[src/rtl/count_checker_sat_counter.sv]
// Saturating up-counter with synchronous clear; clear together with an
// increment leaves the count at one.
module sat_counter #(
  parameter int W = 8
) (
  input  logic         clk,
  input  logic         reset,
  input  logic         inc,
  input  logic         clr,
  output logic [W-1:0] cnt
);

  logic [W-1:0] cnt_q;
  logic [W-1:0] cnt_d;

  always_comb begin
    cnt_d = cnt_q;
    if (clr) begin
      cnt_d = inc ? W'(1) : '0;
    end else if (inc && (cnt_q != '1)) begin
      cnt_d = cnt_q + W'(1);
    end
  end

  always_ff @(posedge clk or negedge reset) begin
    if (!reset) begin
      cnt_q <= '0;
    end else begin
      cnt_q <= cnt_d;
    end
  end

  assign cnt = cnt_q;

endmodule

[config.mk]
export PLATFORM = sky130hd
export DESIGN_NAME = sat_counter
export DESIGN_NICKNAME = d
export VERILOG_FILES = /design/src/rtl/count_checker_sat_counter.sv
export SDC_FILE = /design/constraint.sdc
export NUM_CORES = 1
export LEC_CHECK = 0
export ABC_AREA = 1
export ABC_CLOCK_PERIOD_IN_PS = 1700
export BUFFER_PORTS_ARGS = -buffer_cell sky130_fd_sc_hd__buf_2
export CORE_AREA = 4 4 41 43
export DETAILED_ROUTE_END_ITERATION = 7
export DIE_AREA = 0 0 45 47
export PLACE_DENSITY_LB_ADDON = 0.1
export RECOVER_POWER = 50
export SETUP_SLACK_MARGIN = 0.4
export SLEW_MARGIN = 20
export SYNTH_ARGS = -nofsm -noshare
export SYNTH_HDL_FRONTEND = slang
export SYNTH_SLANG_ARGS = --single-unit
export TNS_END_PERCENT = 5
[constraint.sdc]
create_clock -name clk -period 1.7 [get_ports clk]
set_input_delay 0.085 -clock clk [delete_from_list [all_inputs] [get_ports clk]]
set_output_delay 0.085 -clock clk [all_outputs]
set_load 0.05 [all_outputs]
# ---- Word level (Yosys, flattened, before mapping)
# Index checks and enable logic that the tools add are counted.
dict set report totals {
  word_cells 8
  regBits 8
  ram_bits 0
  mem_count 0
  latchBits 0
  mem_bits_ro 0
  inputBits 4
  out_inout_bits 8
}
dict set report classes {
  muxes 3
  n_mul 0
  div 0
  addsub 1
  eq_ne 1
  reduce_logical 2
  bitwise_logic 0
  shifts 0
  magnitude_cmp 0
}
# operator n
set ops {}
lappend ops {{$mux 8} 2}
lappend ops {{$add 8x1->8 const B} 1}
lappend ops {{$ne 8x8->1 const B} 1}
lappend ops {{$reduce_bool 2->1} 1}
lappend ops {{$logic_and 1x1->1} 1}
lappend ops {{$mux 1} 1}

# ---- Longest topological paths before layout
dict set report depth {
  ltp_word 4
  depth_mapped 8
  ltp_nobuf 8
}

# ---- Worst setup path before layout
# No wires, ideal clock.
dict set report synth_path {
  path_kind {register to register}
  from {register cnt_q[0], in the netlist cnt[0]}
  to {register cnt_q[3], in the netlist cnt[3]}
  required_ns 1.581
  n_path_buf 0
  t_arrival_ns 1.534
  slack_ns 0.048
  synth_period_minus_slack_ns 1.652
  stages_incl_launch_ff 9
  setup_time_ns 0.119
  path_cell_list {dfrtp_1 -> ha_1 -> nand2_1 -> nor2_2 -> nand2_4 -> nand2_8 -> nand2_2 -> nand2_1 -> nand2_1}
}
dict set report synth_via {
  elab_chain_cells 3
  elab_cells_between_ends 6
  classes_between {add/sub: 1; eq/ne: 1; mux: 2; reduce/logical: 2}
}
# item line_no
set synth_rtl {}
lappend synth_rtl {{start, declared} 13} ;# logic [W-1:0] cnt_q;
lappend synth_rtl {{start signal, assigned} 29} ;# cnt_q <= cnt_d;
lappend synth_rtl {{$add 8x1->8 / $ne 8x8->1 (equally long branches)} {21, 20}}
lappend synth_rtl {{$mux 8 / $logic_and 1x1->1 (equally long branches)} 20} ;# end else if (inc && (cnt_q != '1)) begin
lappend synth_rtl {{$mux 8 / $reduce_bool 2->1 (equally long branches)} -}
# Several ways; a longest one is shown, not always the timed one. The select of a mux whose other input is x is not followed.
# A chain may end at the register's enable or synchronous reset.

# ---- Final worst setup path
dict set report layout_path {
  from {register cnt_q[0], in the netlist cnt[0]}
  to {register cnt_q[2], in the netlist cnt[2]}
}
# The elaborated chain is that of the path after synthesis.

==> results.sh <==
export IMPL_outcome="finished, final reports clean"
export IMPL_min_period_over_period=0.717
export IMPL_grt_met3_usage=0.0230
export IMPL_seqPwrFrac=0.465
export IMPL_yosys_warnings=0
export IMPL_yosys_register_bits=8
export IMPL_path_delay_family="flip-flops"
export IMPL_clk_latency_ns=0.26
export IMPL_grt_use_total=0.133
export IMPL_wl_um=1090
export IMPL_fmax_ghz=0.820
export IMPL_viasPerCell=4.91
export IMPL_clk_pin_slew_ns=0.06
export IMPL_grt_max_degree=11
export IMPL_reg2regPathDepth=7
export IMPL_synth_edf_count=0
export IMPL_cts_max_path_buffers=2
export IMPL_slew_headroom=0.604
export IMPL_ant_nets=0
export IMPL_reg2reg_slack_ns=0.48
export IMPL_drcViolationCount=0
export IMPL_cp_depth=7
export IMPL_hold_viol_final=0
export IMPL_startpoint_type="flop"
export IMPL_synth_top_area_frac=0.386
export IMPL_powerDensity_nw_per_um2=668
export IMPL_clkSinkCount=8
export IMPL_largest_reg_flops=8
export IMPL_crit_path_cell_trace="ha_4 -> nand2_4 -> nor2_4 -> nand2_4 -> nand2_8 -> o21ai_2 -> nor2_1"
export IMPL_die_w_um=45
export IMPL_ys_seq_area_frac=0.386
export IMPL_cp_num_buf_inv=0
export IMPL_drive_above_1_share=0.326
export IMPL_path_common_cell="nand2_4"
export IMPL_synth_largest_area_cell="dfrtp_1"
export IMPL_combPwrFrac=0.181
export IMPL_antenna_found_initial=0
export IMPL_cpPeakStageDelay_ns=0.44
export IMPL_die_area_um2=2120
export IMPL_netlist_area_um2=519
export IMPL_numPortBuffers=11
export IMPL_row_count=13
export IMPL_path_class="flop to flop"
export IMPL_cts_tree="built"
export IMPL_drt_pass1_iter_count=4
export IMPL_setup_violations=0
export IMPL_antenna_cells=0
export IMPL_cp_slowest_cell="dfrtp_2"
export IMPL_ys_flop_type="dfrtp_1"
export IMPL_coreArea_um2=1300
export IMPL_synth_top_cells_by_count="nand2_1 (19), nand3_1 (10), dfrtp_1 (8), inv_1 (8), nor2_1 (6)"
export IMPL_hold_path_class="input pin to flop"
export IMPL_h_tree_depth=1
export IMPL_ios=12
export IMPL_cts_root_buf="clkbuf_4"
export IMPL_min_period_ns=1.22
export IMPL_rsz0062_at_grt="no"
export IMPL_syn_area_per_cell_um2=7.53
export IMPL_first_global_vias=448
export IMPL_endpoint="cnt[2]$_DFFE_PN0P_"
export IMPL_ys_types=18
export IMPL_vias=496
export IMPL_syn_to_final_growth_pct=29.9
export IMPL_fin_nets=92
export IMPL_p_clk_frac=0.354
export IMPL_synth_async_reset_ratio=1.00
export IMPL_avgRoutedWirePerCell_um=10.8
export IMPL_finClkSkew_ns=0.0127
export IMPL_worstSetupStartpoint="cnt[0]$_DFFE_PN0P_"
export IMPL_whs_ns=0.133
export IMPL_cts_inserted_buffers=3
export IMPL_synth_cells=69
export IMPL_grt_busiest_layer="met2"
export IMPL_worstMarginPinSlew_ns=0.596
export IMPL_drt_initial_drc_count=18
export IMPL_synth_nets=74
export IMPL_grt_met2_usage=0.195
export IMPL_p_leak_uw=0.000347
export IMPL_grt_pass1_wl_um=1940
export IMPL_synthTopCellsByArea="dfrtp_1 (39%), nand2_1 (14%), nand3_1 (9.6%)"
export IMPL_required_ns=1.84
export IMPL_timing_rr_end="cnt[2]$_DFFE_PN0P_"
export IMPL_crit_fanout=8
export IMPL_report_final_slew_viol_count=0
export IMPL_endpoint_kind="flop"
export IMPL_maxCapViolCount=0
export IMPL_switching_power_uw=137
export IMPL_setup_tns_ns=0
export IMPL_grt_use_met1=0.172
export IMPL_dp_hpwl_um=852
export IMPL_grt_overflow_total=0
export IMPL_p_sw_frac=0.304
export IMPL_dieHeight_um=47
export IMPL_initial_core_util=0.399
export IMPL_peakVddDrop_mv=0.556
export IMPL_synth_most_common_cell="nand2_1"
export IMPL_critPathArrivalTime_ns=1.36
export IMPL_p_int_uw=313
export IMPL_routabilityCongestion=0.758
export IMPL_reg2reg_from="cnt[0]$_DFFE_PN0P_"
-- per-layer routing --
metal  up-vias  part of all wire  routed length, µm
met3         4             0.042                 46
li1        259                 -                  -
met5         -                 0                  0
met1       223              0.50                548
met4         0             0.023                 25
met2        10              0.43                471
-- cell families (layout without fill, tap and decap cells) --
family | Yosys count | count (layout) | share of synthesized area
compound gates | 5 | 5 | 0.0675
xor+xnor | 1 | 1 | 0.0169
fa+ha+maj | 1 | 1 | 0.0241
buf+inv | 9 | 26 | 0.0651
flops | 8 | 8 | 0.386
simple gates | 45 | 45 | 0.441
-- area by class of cell --
type	count	area, µm²
timing repair buffer	13	66.3
inverter	9	33.8
sequential	8	209
multi-input combinational	52	320
clock buffer	4	26.3
fill	129	627
tap	15	18.8
-- how the worst min path moves through the flow --
stage | slack (ns) | startpoint | endpoint | cells past startpoint
floorplan | -0.21 | reset | cnt[0]$_DFFE_PN0P_ | 0
finish | 0.13 | clr | cnt[6]$_DFFE_PN0P_ | 4
CTS | 0.11 | clr | cnt[0]$_DFFE_PN0P_ | 3
global placement | -0.06 | reset | cnt[7]$_DFFE_PN0P_ | 1
global route | 0.15 | clr | cnt[0]$_DFFE_PN0P_ | 3
detailed placement | -0.06 | reset | cnt[7]$_DFFE_PN0P_ | 1
-- stage by stage --
stage	setup WS, ns	cell area (µm²)	instances	total power [µW]	utilization
6_report	0.481	674	101	451	0.518
3_3_place_gp	0.432	632	95	294	0.486
2_1_floorplan	0.329	558	69	266	-
4_1_cts	0.447	668	100	458	0.513
3_5_place_dp	0.458	632	95	293	0.486
5_1_grt	0.405	674	101	476	0.518
-- power groups by stage --
stage | Combinational [µW] | Clock [µW] | Sequential [µW]
after CTS | 82.0 | 167 | 209
after floorplan | 29.4 | 0 | 236
after detailed placement | 80.2 | 0 | 213
after global routing | 90.7 | 175 | 210
final | 81.6 | 160 | 209
after global placement | 80.7 | 0 | 213
-- worst reg2reg max path, cell delays in order (launching register included) --
cell and delay (ns):
dfrtp_2 0.44, ha_4 0.18, nand2_4 0.09, nor2_4 0.05, nand2_4 0.09, nand2_8 0.08, o21ai_2 0.12, nor2_1 0.05
-- cells in the final DEF, fill, tap and decap left out, types with 2 or more instances in the layout --
cell      instances
dfrtp_2           7
buf_2             6
nand2_4           3
nand3_1          10
clkbuf_1          6
nor2_1            6
nor2_4            3
clkbuf_4          3
nand4_1           2
nand2_1          18
a21oi_1           2
inv_1             8
o21ai_2           2
-- what timing repair did --
item | in CTS | in global routing
hold endpoints to repair | 8 | 0
hold buffers | 1 | 0
setup endpoints to repair | 0 | 6
buffers inserted | 0 | 1
resized for setup | 0 | 2
Note: power is estimated with default switching activity, not from simulation.
